## src/rtl/mips_pkg.sv

```systemverilog
// ----------------------------------------------------------------------------
// mips_pkg
// Shared constants for the multicycle MIPS control FSM: state encodings,
// opcode/function codes and datapath select codes.
// Revision: 1.0 - initial release
// ----------------------------------------------------------------------------
`default_nettype none

package mips_pkg;

  // FSM state encodings (4-bit, also exported on the debug state port)
  localparam logic [3:0] S_FETCH  = 4'd0;
  localparam logic [3:0] S_DECODE = 4'd1;
  localparam logic [3:0] S_MEMADR = 4'd2;
  localparam logic [3:0] S_MEMRD  = 4'd3;
  localparam logic [3:0] S_MEMWB  = 4'd4;
  localparam logic [3:0] S_MEMWR  = 4'd5;
  localparam logic [3:0] S_EXEC_R = 4'd6;
  localparam logic [3:0] S_RWB    = 4'd7;
  localparam logic [3:0] S_EXEC_I = 4'd8;
  localparam logic [3:0] S_IWB    = 4'd9;
  localparam logic [3:0] S_BRANCH = 4'd10;
  localparam logic [3:0] S_JUMP   = 4'd11;
  localparam logic [3:0] S_JAL    = 4'd12;

  // Opcode field values
  localparam logic [5:0] OP_RTYPE = 6'b000000;
  localparam logic [5:0] OP_LW    = 6'b100011;
  localparam logic [5:0] OP_SW    = 6'b101011;
  localparam logic [5:0] OP_ADDI  = 6'b001000;
  localparam logic [5:0] OP_ANDI  = 6'b001100;
  localparam logic [5:0] OP_ORI   = 6'b001101;
  localparam logic [5:0] OP_XORI  = 6'b001110;
  localparam logic [5:0] OP_SLTI  = 6'b001010;
  localparam logic [5:0] OP_BEQ   = 6'b000100;
  localparam logic [5:0] OP_BNE   = 6'b000101;
  localparam logic [5:0] OP_J     = 6'b000010;
  localparam logic [5:0] OP_JAL   = 6'b000011;

  // Function field values
  localparam logic [5:0] FN_JR    = 6'b001000;

  // alu_op select codes
  localparam logic [1:0] ALU_ADD   = 2'd0;
  localparam logic [1:0] ALU_SUB   = 2'd1;
  localparam logic [1:0] ALU_FUNCT = 2'd2;
  localparam logic [1:0] ALU_IMM   = 2'd3;

  // alu_src_b select codes
  localparam logic [1:0] SRCB_REG   = 2'd0;
  localparam logic [1:0] SRCB_FOUR  = 2'd1;
  localparam logic [1:0] SRCB_IMM   = 2'd2;
  localparam logic [1:0] SRCB_SHIMM = 2'd3;

  // pc_source select codes
  localparam logic [1:0] PCSRC_ALU    = 2'd0;
  localparam logic [1:0] PCSRC_ALUOUT = 2'd1;
  localparam logic [1:0] PCSRC_JUMP   = 2'd2;
  localparam logic [1:0] PCSRC_RS     = 2'd3;

  // reg_dst select codes
  localparam logic [1:0] REGDST_RT = 2'd0;
  localparam logic [1:0] REGDST_RD = 2'd1;
  localparam logic [1:0] REGDST_RA = 2'd2;

  // mem_to_reg select codes
  localparam logic [1:0] M2R_ALU = 2'd0;
  localparam logic [1:0] M2R_MEM = 2'd1;
  localparam logic [1:0] M2R_PC  = 2'd2;

  // True for the immediate-ALU opcodes handled by EXEC_I
  function automatic logic is_i_alu(input logic [5:0] op);
    return (op == OP_ADDI) || (op == OP_ANDI) || (op == OP_ORI) ||
           (op == OP_XORI) || (op == OP_SLTI);
  endfunction

endpackage

`default_nettype wire

```

## src/rtl/mem_wait_timer.sv

```systemverilog
// ----------------------------------------------------------------------------
// mem_wait_timer
// Counts consecutive cycles of a stalled memory access and flags a timeout
// on the MEM_TIMEOUT-th stalled cycle.
// Revision: 1.0 - initial release
// ----------------------------------------------------------------------------
`default_nettype none

module mem_wait_timer #(
  parameter int MEM_TIMEOUT = 15
) (
  input  logic clk,
  input  logic rst_n,
  input  logic busy,
  output logic timeout
);

  logic [3:0] count;

  // count holds the number of earlier stalled cycles, so the current cycle
  // is the MEM_TIMEOUT-th one when count reaches MEM_TIMEOUT-1
  assign timeout = rst_n && busy && (count == 4'(MEM_TIMEOUT - 1));

  // Stall counter: clears whenever the access completes, leaves its state,
  // or is abandoned on timeout
  always_ff @(posedge clk or negedge rst_n) begin
    if (!rst_n) begin
      count <= 4'd0;
    end else if (!busy || timeout) begin
      count <= 4'd0;
    end else begin
      count <= count + 4'd1;
    end
  end

endmodule

`default_nettype wire

```

## src/rtl/multicycle_fsm.sv

```systemverilog
// ----------------------------------------------------------------------------
// multicycle_fsm
// Control unit for a multicycle MIPS datapath: Moore FSM with memory-ready
// gating, illegal-opcode detection and memory-access timeout.
// Revision: 1.0 - initial release
// ----------------------------------------------------------------------------
`default_nettype none

module multicycle_fsm
  import mips_pkg::*;
#(
  parameter int MEM_TIMEOUT = 15
) (
  input  logic       clk,
  input  logic       rst_n,
  input  logic [5:0] inst,
  input  logic [5:0] func,
  input  logic       zero,
  input  logic       mem_ready,
  output logic       pc_write,
  output logic       pc_write_cond,
  output logic       ir_write,
  output logic       iord,
  output logic       mem_read,
  output logic       mem_write_en,
  output logic       reg_write,
  output logic       alu_src_a,
  output logic [1:0] reg_dst,
  output logic [1:0] mem_to_reg,
  output logic [1:0] alu_src_b,
  output logic [1:0] alu_op,
  output logic [1:0] pc_source,
  output logic [3:0] state,
  output logic       illegal,
  output logic       mem_err
);

  logic [3:0] next_state;
  logic       mem_state;
  logic       busy;
  logic       timeout;
  logic       decode_legal;

  // The branch condition on zero is resolved by the datapath's PC enable
  // (pc_write_cond qualified by zero and the opcode), not by this FSM
  logic       unused_zero;
  assign unused_zero = zero;

  assign mem_state = (state == S_FETCH) || (state == S_MEMRD) || (state == S_MEMWR);
  assign busy      = mem_state && !mem_ready;

  assign decode_legal = (inst == OP_RTYPE) || (inst == OP_LW) || (inst == OP_SW) ||
                        is_i_alu(inst) || (inst == OP_BEQ) || (inst == OP_BNE) ||
                        (inst == OP_J) || (inst == OP_JAL);

  mem_wait_timer #(
    .MEM_TIMEOUT(MEM_TIMEOUT)
  ) u_wait_timer (
    .clk    (clk),
    .rst_n  (rst_n),
    .busy   (busy),
    .timeout(timeout)
  );

  // State register; reset forces FETCH immediately
  always_ff @(posedge clk or negedge rst_n) begin
    if (!rst_n) begin
      state <= S_FETCH;
    end else begin
      state <= next_state;
    end
  end

  // Next-state selection
  always_comb begin
    next_state = S_FETCH;
    case (state)
      S_FETCH:  next_state = (mem_ready && !timeout) ? S_DECODE : S_FETCH;
      S_DECODE: begin
        if (inst == OP_RTYPE)                      next_state = S_EXEC_R;
        else if (inst == OP_LW || inst == OP_SW)   next_state = S_MEMADR;
        else if (is_i_alu(inst))                   next_state = S_EXEC_I;
        else if (inst == OP_BEQ || inst == OP_BNE) next_state = S_BRANCH;
        else if (inst == OP_J)                     next_state = S_JUMP;
        else if (inst == OP_JAL)                   next_state = S_JAL;
        else                                       next_state = S_FETCH;
      end
      S_MEMADR: next_state = (inst == OP_LW) ? S_MEMRD : S_MEMWR;
      S_MEMRD:  next_state = timeout ? S_FETCH : (mem_ready ? S_MEMWB : S_MEMRD);
      S_MEMWR:  next_state = (timeout || mem_ready) ? S_FETCH : S_MEMWR;
      S_EXEC_R: next_state = (func == FN_JR) ? S_FETCH : S_RWB;
      S_EXEC_I: next_state = S_IWB;
      default:  next_state = S_FETCH;
    endcase
  end

  // Output decode; memory-ready gating in FETCH is the only Mealy term
  always_comb begin
    pc_write      = 1'b0;
    pc_write_cond = 1'b0;
    ir_write      = 1'b0;
    iord          = 1'b0;
    mem_read      = 1'b0;
    mem_write_en  = 1'b0;
    reg_write     = 1'b0;
    alu_src_a     = 1'b0;
    reg_dst       = REGDST_RT;
    mem_to_reg    = M2R_ALU;
    alu_src_b     = SRCB_REG;
    alu_op        = ALU_ADD;
    pc_source     = PCSRC_ALU;
    illegal       = 1'b0;
    mem_err       = timeout;
    case (state)
      S_FETCH: begin
        mem_read  = 1'b1;
        alu_src_b = SRCB_FOUR;
        alu_op    = ALU_ADD;
        pc_source = PCSRC_ALU;
        if (mem_ready && rst_n) begin
          ir_write = 1'b1;
          pc_write = 1'b1;
        end
      end
      S_DECODE: begin
        alu_src_b = SRCB_SHIMM;
        alu_op    = ALU_ADD;
        illegal   = !decode_legal;
      end
      S_MEMADR: begin
        alu_src_a = 1'b1;
        alu_src_b = SRCB_IMM;
        alu_op    = ALU_ADD;
      end
      S_MEMRD: begin
        mem_read = 1'b1;
        iord     = 1'b1;
      end
      S_MEMWB: begin
        reg_write  = 1'b1;
        reg_dst    = REGDST_RT;
        mem_to_reg = M2R_MEM;
      end
      S_MEMWR: begin
        mem_write_en = 1'b1;
        iord         = 1'b1;
      end
      S_EXEC_R: begin
        alu_src_a = 1'b1;
        alu_src_b = SRCB_REG;
        alu_op    = ALU_FUNCT;
        if (func == FN_JR) begin
          pc_write  = 1'b1;
          pc_source = PCSRC_RS;
        end
      end
      S_RWB: begin
        reg_write  = 1'b1;
        reg_dst    = REGDST_RD;
        mem_to_reg = M2R_ALU;
      end
      S_EXEC_I: begin
        alu_src_a = 1'b1;
        alu_src_b = SRCB_IMM;
        alu_op    = ALU_IMM;
      end
      S_IWB: begin
        reg_write  = 1'b1;
        reg_dst    = REGDST_RT;
        mem_to_reg = M2R_ALU;
      end
      S_BRANCH: begin
        alu_src_a     = 1'b1;
        alu_src_b     = SRCB_REG;
        alu_op        = ALU_SUB;
        pc_source     = PCSRC_ALUOUT;
        pc_write_cond = 1'b1;
      end
      S_JUMP: begin
        pc_write  = 1'b1;
        pc_source = PCSRC_JUMP;
      end
      S_JAL: begin
        pc_write   = 1'b1;
        pc_source  = PCSRC_JUMP;
        reg_write  = 1'b1;
        reg_dst    = REGDST_RA;
        mem_to_reg = M2R_PC;
      end
      default: begin
        pc_write = 1'b0;
      end
    endcase
  end

endmodule

`default_nettype wire

```

## config.mk

```make
export PLATFORM = sky130hd
export DESIGN_NAME = multicycle_fsm
export DESIGN_NICKNAME = d
export VERILOG_FILES = /design/src/rtl/mips_pkg.sv /design/src/rtl/mem_wait_timer.sv /design/src/rtl/multicycle_fsm.sv
export SDC_FILE = /design/constraint.sdc
export NUM_CORES = 1
export LEC_CHECK = 0
export BUFFER_PORTS_ARGS = -buffer_cell sky130_fd_sc_hd__buf_4
export CAP_MARGIN = 5
export CORE_ASPECT_RATIO = 1.4
export CORE_MARGIN = 1.5
export CORE_UTILIZATION = 38
export CTS_CLUSTER_SIZE = 28
export DETAILED_ROUTE_END_ITERATION = 10
export GPL_TIMING_DRIVEN = 0
export PLACE_DENSITY = 0.75
export SETUP_SLACK_MARGIN = 0.02
export SYNTH_ARGS = -nofsm -noshare
export SYNTH_HDL_FRONTEND = slang
export SYNTH_HIERARCHICAL = 1
export SYNTH_SLANG_ARGS = --single-unit
export TNS_END_PERCENT = 100
```

## constraint.sdc

```tcl
create_clock -name clk -period 2.15 [get_ports clk]
set_clock_uncertainty 0.05 [all_clocks]
set_input_delay 0.43 -clock clk [delete_from_list [all_inputs] [get_ports clk]]
set_output_delay 0.43 -clock clk [all_outputs]
set_load 0.05 [all_outputs]
```

==> impl_results.md, run 1 <==
- Vias in the first global route: 1011
- Ordered list of cells on the worst path: buf_4, or2_4, mux2i_1, a32o_2, or2_4, buf_8
- Ys async rst share: 100.0%
- Max Cap Viol: 0
- Worst Setup Start Kind: register
- Worst hold slack: 0.3909 ns
- Area leader, netlist: dfrtp_1
- Failing checks: negative setup slack
- Longest Clk Path Bufs: 2
- Top post-synthesis cells by area: dfrtp_1 (24%), nor2_1 (10%), nand2b_1 (6.0%)
- Fillers: 158
- Routed len/inst: 15.58 µm
- Layout cell share with drive strength beyond 1: 56.71%
- Die height: 58.33 µm
- Cell area after synthesis: 830.8 µm²
- Max-slew violations: 0
- CTS sink cnt: 8
- Grt ovf: 0
- Detailed placement HPWL: 1946 µm
- Final setup viols: 1
- GR Util met1: 24.28%
- DP Worst Slack: -0.1028 ns
- Post-synthesis sequential area ratio: 24.10%
- Starting density of the core: 41.11%
- Cell Pwr Density: 1074 nW/µm²
- P_leak: 0.6482 nW
- Diode count: 0
- DR pass1 iterations: 4
- Fin crit share: 103.7%
- Vias/cell: 5.746
- Post-synth EDFFs: 0
- Clock Pin Slew Worst Setup and Hold Paths: 0.05 ns
- Seq cells post-synth: 8
- Site Rows: 19
- Top Usage Layer GRT: met2
- Worst setup EP type: output port
- TritonCTS buffer count: 3
- First-pass GRT wire length: 4464 µm
- Min-delay src: inst[4]
- Syn Nets: 130
- CP Class: reg2out
- R2r startpoint: state[0]
- Nets: 184
- VDD IR-drop max: 0.5931 mV
- Core area: 2021 µm²
- Period minus WS final: 2.230 ns
- Area Overhead vs Synth: 71.54%
- Initial antenna violation count: 0
- Synth Instances: 112
- Final worst slack: -0.08015 ns
- DRC: 0
- CTS tree: yes
- Boundary pin count: 40
- Crit-path max FO: 7
- Worst Setup SP: state[0]
- Detail Route Antenna Nets: 0
- CP max stage delay: 0.42 ns
- All-Layer GR Usage: 23.07%
- Rel. slew slack: 70.16%
- Final hold violations: 0
- Die area: 2480 µm²
- Met3 GRT Util: 3.374%
- Fmax: 448.4 MHz
- CP most frequent cell: or2_4
- Critical Path Slowest Stage Cell: dfrtp_2
- Post-synth cell types: 44
- Slew @ Worst Pin: 0.4434 ns
- Share of the synthesized area in the top cell type: 24.10%
- Met2 GRT Util: 43.08%
- Post-synth top flop: dfrtp_1
- HP Class: in2reg
- Yosys warns: 6
- Worst path required time: 1.67 ns
- Total number of H-tree levels: 1
- Routed WL: 2882 µm
- 1st-iter DRT viols: 19
- Placer Congestion: 0.8346
- Vias: 1063
- CTS root buf: clkbuf_4
- Port Buffer Count: 38
- Largest net degree at the start of global routing: 11
- CP arrival: 1.75 ns
- Die width: 42.52 µm
- Mean Syn Cell Area: 7.418 µm²
- RSZ-0062 raised after global routing: true
- Status: finished with violations
- Clock latency on the worst-skew pair: 0.25 ns
## cell type report
type	instances	area (µm²)	share of cell area (%)
inverter	3	11.26	0.7902
timing repair buffer	50	411.6	28.88
sequential	8	205.2	14.40
multi-input combinational	95	701.9	49.25
tap	21	26.28	1.844
clock buffer	3	22.52	1.580
buffer	5	46.29	3.248
## Yosys cell counts (all sizes together) (2+ instances only)
cell type / n
a211oi: 2
a21oi: 4
and3: 2
buf: 5
dfrtp: 8
ha: 2
inv: 3
nand2: 7
nand2b: 8
nand3: 4
nor2: 24
nor2b: 3
nor3: 6
o21ai: 4
o31ai: 2
or2: 2
xnor2: 3
xor2: 2
## cell usage in the layout, fill, tap and decap left out, drive strengths merged, types with 2 or more instances in the layout
| cell type | n |
|---|---|
| buf | 53 |
| nor2 | 24 |
| nand2b | 8 |
| dfrtp | 8 |
| nand2 | 7 |
| nor3 | 6 |
| nand3 | 4 |
| o21ai | 4 |
| clkbuf | 4 |
| a21oi | 4 |
| inv | 3 |
| xnor2 | 3 |
| nor2b | 3 |
| or2 | 2 |
| o31ai | 2 |
| xor2 | 2 |
| ha | 2 |
| and3 | 2 |
| a211oi | 2 |
## registers in the layout (all words and copies together) (netlist names)
name	count
u_wait_timer/count	4
state	4
## layer usage
| metal | vias to the layer above | share of wire [%] |
|---|---|---|
| li1 | 504 | - |
| met1 | 492 | 35 |
| met2 | 57 | 55 |
| met3 | 10 | 5.9 |
| met4 | 0 | 3.7 |
| met5 | - | 0 |
## power by group
part / total (mW) / switching (mW) / internal (mW)
combinational: 1.17 / 0.746 / 0.426
clock: 0.116 / 0.0518 / 0.0639
sequential: 0.242 / 0.0532 / 0.189
total: 1.53 / 0.851 / 0.679
## worst max-delay path, delay by kind of cell (launching register included)
| family | cells | cell delay [ns] |
|---|---|---|
| flip-flops | 1 | 0.42 |
| multiplexers | 1 | 0.18 |
| buffers and inverters | 2 | 0.30 |
| AO/OA/AOI/OAI | 1 | 0.19 |
| AND/OR/NAND/NOR | 2 | 0.41 |
## kinds of logic after synthesis
family          share of synthesized area [%]
simple gates                            40.67
compound gates                          19.43
buf+inv                                 4.969
flops                                   24.10
xor+xnor                                5.272
mux                                     2.560
fa+ha+maj                               3.012
## stage by stage
stage | std cells | util [%] | total power [mW] | TNS (ns) | cell area (µm²)
floorplan | 112 | - | 0.9843 | -0.2027 | 920.9
global placement | 171 | 60.99 | 1.233 | -0.1523 | 1232
detailed placement | 171 | 60.99 | 1.259 | -0.1866 | 1232
CTS | 183 | 68.92 | 1.488 | -0.1240 | 1393
global route | 185 | 70.53 | 1.611 | -0.3380 | 1425
finish | 185 | 70.53 | 1.530 | -0.08015 | 1425
## repair_timing
item,4_1_cts,5_1_grt
hold buffers,1,0
setup buffers,9,2
pin swaps,7,6
endpoints found under the setup margin,11,8
hold endpoints to repair,8,0
resized for setup,22,4
## final timing paths
check	to	slack (ns)	depth (start not counted)
worst max-delay path	pc_write	-0.08	6
worst min-delay path	state[1]	0.39	2
worst max register to register	state[0]	0.04	11
worst min register to register	u_wait_timer/count[0]	0.46	1
max in group asynchronous	state[1]	1.17	2
min in group asynchronous	u_wait_timer/count[3]	0.58	2
(Power assumes the default switching activity.)
==> run 2: changes to the inputs <==
Clock period 2.15 ns to 2.7 ns, I/O delays scaled along.
==> run 2 against run 1 <==
  * The flow now finishes without violations
  * Count of clock-buffer cells in the layout unchanged
  * Global-route usage decreased by 2.9 points
  * Critical path depth unchanged
  * Clock power decreased by 23%
  * Largest power group unchanged
  * Combinational power decreased by 36%
  * Cell area decreased by 17%
  * Flip-flop and latch count unchanged
  * Non-clock buffer count decreased by 11
  * Largest cell class unchanged
==> impl_results.md, run 2 (synthesized netlist as in run 1, its figures left out) <==
- Worst Setup SP: func[2]
- CP most frequent cell: buf_4
- Worst path bufs/invs: 2 (unchanged)
- Met3 GRT Util: 2.761% (-0.61 points)
- Detail Route Antenna Nets: 0 (unchanged)
- CP Class: in2out
- Crit-path max FO: 4 (-3)
- Worst setup EP type: output port
- Status: finished clean
- Most frequent cells in the layout: buf_4 (39), nor2_1 (21), nand2b_1 (8)
- Slew @ Worst Pin: 0.4442 ns (+0.0007714 ns)
- Routed len/inst: 13.49 µm (-13%)
- DR pass1 iterations: 4 (unchanged)
- Area Overhead vs Synth: 42.32%
- DP Cell Count: 171 (unchanged)
- Boundary pin count: 40 (unchanged)
- Layout cell share with drive strength beyond 1: 37.25% (-19 points)
- # Post-CTS Setup Buffers: 0 (-9)
- Clock Pin Slew Worst Setup and Hold Paths: 0.06 ns (about the same)
- Vias in the first global route: 969 (-4.2%)
- GR Util met1: 21.81% (-2.5 points)
- Site Rows: 19 (unchanged)
- Detailed placement HPWL: 1898 µm (-2.5%)
- Grt ovf: 0 (unchanged)
- Top Usage Layer GRT: met2
- Die height: 58.33 µm (unchanged)
- Final setup viols: 0 (-1)
- Critical Path Slowest Stage Cell: or4b_4
- Longest Clk Path Bufs: 2 (unchanged)
- All-Layer GR Usage: 20.22% (-2.9 points)
- VDD IR-drop max: 0.6931 mV (+17%)
- Fin crit share: 91.47%
- Diode count: 0 (unchanged)
- Reg power frac: 18.5% (+2.7 points)
- Max Cap Viol: 0 (unchanged)
- Internal power: 0.4333 mW (-36%)
- TritonCTS buffer count: 3 (unchanged)
- DRC: 0 (unchanged)
- Fmax: 404.9 MHz
- Placer Congestion: 0.9254 (+11%)
- Rel. slew slack: 70.39% (+0.22 points)
- Routed WL: 2347 µm (-19%)
- Clock latency on the worst-skew pair: 0.25 ns (about the same)
- R2r startpoint: state[0]
- CTS tree: yes
- Cell Pwr Density: 865.1 nW/µm² (-19%)
- Starting density of the core: 41.11% (unchanged)
- RSZ-0062 raised after global routing: false
- Setup TNS: 0 ns (+0.08015 ns)
- Max-slew violations: 0 (unchanged)
- HP Class: in2async
- Final hold violations: 0 (unchanged)
- Commonest non-fill, non-tap cell in the layout: buf_4
- Delay-heaviest family, CP: simple AND/OR/NAND/NOR gates
- Initial antenna violation count: 0 (unchanged)
- Vias: 980 (-7.8%)
- Vias/cell: 5.632 (-2.0%)
- Worst path required time: 2.11 ns (+0.44 ns)
- Ordered list of cells on the worst path: buf_4, or4b_4, nor3_4, a32o_2, or2_1, buf_4
- First-pass GRT wire length: 3939 µm (-12%)
- Fillers: 195 (+23%)
- Psw: 0.5895 mW (-31%)
- Die width: 42.52 µm (unchanged)
- Largest net degree at the start of global routing: 11 (unchanged)
- Port Buffer Count: 38 (unchanged)
- Met2 GRT Util: 38.68% (-4.4 points)
- Worst hold slack: 0.04797 ns (-0.3430 ns)
- Net Sw Frac: 57.64% (+2.0 points)
- CTS sink cnt: 8 (unchanged)
- Core area: 2021 µm² (unchanged)
- Worst Setup Start Kind: input port
- Clk pwr share: 8.7% (+1.1 points)
- Fin cells: 174 (-5.9%)
- Nets: 173 (-6.0%)
- Largest registers: state: 4 flops, u_wait_timer/count: 4 flops
- Die area: 2480 µm² (unchanged)
- CTS root buf: clkbuf_4
- Combinational fraction of design power: 72.7% (-3.9 points)
- 1st-iter DRT viols: 22 (+3)
- CP max stage delay: 0.53 ns (+0.11 ns)
- Tot Pwr: 1.023 mW (-33%)
- Period minus WS final: 2.470 ns
- Total number of H-tree levels: 1 (unchanged)
- P_leak: 0.5670 nW (-13%)
- CP arrival: 1.88 ns (+0.13 ns)
## run 2: cell types whose count changed in the layout (fill, tap and decap cells not counted), moves of 4 or more
cell	change
nor2_2	-5
buf_4	-4
buf_6	-8
nor2_1	+6
## run 2: repair_timing
item                       in CTS  in global routing
hold buffers                    0                  0
setup endpoints to repair       0                  1
resized for setup               0                  3
## run 2: power by group through the flow
stage	registers, mW	logic [mW]	clock network (mW)
detailed placement	0.190	0.738	0
CTS	0.187	0.740	0.0943
floorplan	0.230	0.488	0
global route	0.198	0.796	0.0987
global placement	0.189	0.731	0
finish	0.189	0.744	0.0895
## run 2: path summary, 6_finish.rpt
check / end / slack, ns / depth (start not counted)
max: pc_write / 0.23 / 6
min: u_wait_timer/count[3] / 0.05 / 1
max reg2reg: state[0] / 0.60 / 10
min reg2reg: u_wait_timer/count[0] / 0.44 / 1
max in group asynchronous: state[0] / 2.41 / 1
min in group clk: u_wait_timer/count[0] / 0.44 / 1
## run 2: worst reg2reg max path, stage by stage (launching register included)
cell	delay, ns
dfrtp_2	0.45
buf_2	0.20
xor2_1	0.15
o22a_1	0.19
nor3_2	0.14
inv_1	0.07
nor2_2	0.18
nor2_1	0.08
and3_1	0.18
o21bai_1	0.13
o2111ai_1	0.13
## run 2: metal layers
layer	share of wire (%)	wire length, µm
met1	39	910
met2	55	1300
met3	4.5	106
met4	1.2	29
met5	0	0
## run 2: layout make-up
type | instances | area, µm² | share of cell area [%]
multi-input cells | 95 | 604.3 | 51.11
repair buffers | 38 | 285.3 | 24.13
flip-flops and latches | 8 | 201.4 | 17.04
plain buffers | 6 | 31.28 | 2.646
well taps | 21 | 26.28 | 2.222
clock buffers | 3 | 22.52 | 1.905
inverters | 3 | 11.26 | 0.9524
## run 2: through the flow
stage	area [µm²]	utilization [%]	setup WS [ns]
after floorplan	840.8	-	0.006629
after global placement	1152	57.03	0.2267
after detailed placement	1152	57.03	0.2261
after CTS	1175	58.14	0.1006
after global routing	1182	58.51	0.05967
final	1182	58.51	0.2302
==> run 3: changes to the inputs <==
Settings changed: REMOVE_ABC_BUFFERS set to 1, SLEW_MARGIN set to 20.
==> run 3 against run 2 <==
  * Critical path depth is 2 lower
  * Via count decreased by 0.51%
  * Worst setup slack worse by 0.012 ns
  * Register-to-register slack worse by 0.03 ns
  * Final cell count up 1.1%
  * Utilization is 0.93 points higher
  * Combinational power fell by 1%
  * Sequential power grew 16%
  * Global-route usage fell by 1.6 points
  * Count of clock-buffer cells in the layout is the same
  * Hold slack improved by 0.0030 ns
==> impl_results.md, run 3 (synthesized netlist as in run 1, its figures left out) <==
- Worst path required time: 2.11 ns (about the same)
- 1st-iter DRT viols: 26 (+18%)
- Worst path bufs/invs: 1 (-1)
- Initial antenna violation count: 0 (unchanged)
- Tot Pwr: 1.043 mW (+1.9%)
- Area Overhead vs Synth: 44.58%
- Max-slew violations: 0 (unchanged)
- Worst setup EP type: output port
- Ordered list of cells on the worst path: and2b_1, a32o_2, or2_1, buf_4
- CP max stage delay: 0.66 ns (+0.13 ns)
- Placer Congestion: 0.8768 (-5.3%)
- Port Buffer Count: 38 (unchanged)
- Clock Pin Slew Worst Setup and Hold Paths: 0.05 ns (about the same)
- Clock latency on the worst-skew pair: 0.25 ns (about the same)
- Final hold violations: 0 (unchanged)
- Period minus WS final: 2.482 ns (+0.01197 ns)
- Boundary pin count: 40 (unchanged)
- Vias/cell: 5.540 (-1.6%)
- Final setup viols: 0 (unchanged)
- Cell Pwr Density: 868.2 nW/µm² (+0.35%)
- Fin crit share: 91.92% (+0.44 points)
- Critical Path Slowest Stage Cell: dfrtp_1
- Detailed placement HPWL: 1778 µm (-6.3%)
- Core area: 2021 µm² (unchanged)
- Routed len/inst: 13.18 µm (-2.3%)
- Die height: 58.33 µm (unchanged)
- Total number of H-tree levels: 1 (unchanged)
- Internal power: 0.4609 mW (+6.4%)
- Die width: 42.52 µm (unchanged)
- Psw: 0.5818 mW (-1.3%)
- Fillers: 208 (+6.7%)
- Largest registers: state: 4 flops, u_wait_timer/count: 4 flops
- Combinational fraction of design power: 70.5% (-2.2 points)
- Layout cell share with drive strength beyond 1: 38.06% (+0.81 points)
- Commonest non-fill, non-tap cell in the layout: buf_4
- P_leak: 0.5759 nW (+1.6%)
- Clk pwr share: 8.5% (-0.2 points)
- Diode count: 0 (unchanged)
- Most frequent cells in the layout: buf_4 (46), nor2_1 (22), nand2b_1 (8)
- Nets: 175 (+1.2%)
- R2r startpoint: state[2]
- Rel. slew slack: 65.52% (-4.9 points)
- DP Worst Slack: 0.2084 ns (-0.01778 ns)
- Final worst slack: 0.2183 ns (-0.01197 ns)
- RSZ-0062 raised after global routing: false
- First-pass GRT wire length: 3705 µm (-5.9%)
- CTS root buf: clkbuf_4
- VDD IR-drop max: 0.5726 mV (-17%)
- Vias in the first global route: 853 (-12%)
- Detail Route Antenna Nets: 0 (unchanged)
- Routed WL: 2319 µm (-1.2%)
- CP arrival: 1.89 ns (about the same)
- Die area: 2480 µm² (unchanged)
- Max Cap Viol: 0 (unchanged)
- Post-route cell area: 1201 µm² (+1.6%)
- Grt ovf: 0 (unchanged)
- CP Class: reg2out
- DR pass1 iterations: 4 (unchanged)
- Net Sw Frac: 55.80% (-1.8 points)
- Site Rows: 19 (unchanged)
- Crit-path max FO: 18 (+14)
- HP Class: in2async
- Starting density of the core: 41.11% (unchanged)
- All-Layer GR Usage: 18.62% (-1.6 points)
- FF-to-FF End: state[0]
- Placement Cell Area: 1112 µm² (-3.5%)
- Reg power frac: 21.1% (+2.6 points)
- Worst Setup Start Kind: register
- Vias: 975 (-0.51%)
- Longest Clk Path Bufs: 2 (unchanged)
- Worst reg2reg setup slack: 0.57 ns (-0.03 ns)
- Status: finished clean
- Slew @ Worst Pin: 0.5172 ns (+0.07303 ns)
- CTS tree: yes
- Fmax: 402.9 MHz (-0.48%)
- Largest net degree at the start of global routing: 21 (+10)
- CTS sink cnt: 8 (unchanged)
- Setup TNS: 0 ns (unchanged)
- Delay-heaviest family, CP: flip-flops
- DRC: 0 (unchanged)
- TritonCTS buffer count: 3 (unchanged)
- Reg2reg path depth: 9 (-1)
## run 3: cell types whose count changed in the layout (fill, tap and decap cells not counted)
cell and change:
a211oi_1 +1, clkbuf_2 -1, dfrtp_2 +2, nor3_1 +1, nor2_2 -1, buf_2 -3
buf_4 +7, o21ai_0 +1, dfrtp_1 -2, nor3_2 -1, nor2_1 +1, a211oi_2 -1
o21ai_1 -1, clkbuf_1 -1
## run 3: repair_timing
item	4_1_cts	5_1_grt
setup buffers	0	8
hold buffers	0	0
gates resized for setup	3	1
pin swaps	0	0
setup endpoints to repair	1	1
## run 3: worst max-delay path by stage
stage	cells after the start	start	slack, ns	endpoint
after floorplan	4	state[0]	-0.31	alu_src_b[1]
after global placement	6	func[2]	0.26	pc_write
final	4	state[3]	0.22	pc_write
after CTS	6	state[1]	0.09	mem_err
after detailed placement	6	state[1]	0.21	mem_err
after global routing	6	state[2]	0.04	mem_err
## run 3: per-layer routing
metal / part of all wire [%] / up-vias / routed length [µm] / global-route usage (%)
met1: 39 / 455 / 905 / 23.75
met5: 0 / - / 0 / 0
met2: 56 / 29 / 1305 / 33.19
met4: 0.22 / 0 / 5 / 5.357
li1: - / 489 / - / -
met3: 4.4 / 2 / 103 / 1.840
## run 3: power by group through the flow
stage / clock network [mW] / registers [mW] / logic [mW]
floorplan: 0 / 0.259 / 0.435
global placement: 0 / 0.228 / 0.663
detailed placement: 0 / 0.229 / 0.671
CTS: 0.0926 / 0.229 / 0.673
global route: 0.0991 / 0.229 / 0.784
finish: 0.0882 / 0.220 / 0.735
## run 3: area by class of cell
class,count,area [µm²],share of cell area [%]
inverters,3,11.26,0.9375
repair buffers,46,345.3,28.75
clock buffers,3,22.52,1.875
well taps,21,26.28,2.188
flip-flops and latches,8,203.9,16.98
multi-input cells,95,591.8,49.27
## run 3: per-stage QoR
| step | util [%] | std cells | hold slack (ns) |
|---|---|---|---|
| global placement | 55.05 | 165 | 0.3169 |
| detailed placement | 55.05 | 165 | 0.3172 |
| CTS | 56.35 | 168 | 0.04464 |
| floorplan | - | 106 | 0.1944 |
| finish | 59.44 | 176 | 0.05101 |
| global route | 59.44 | 176 | 0.04348 |
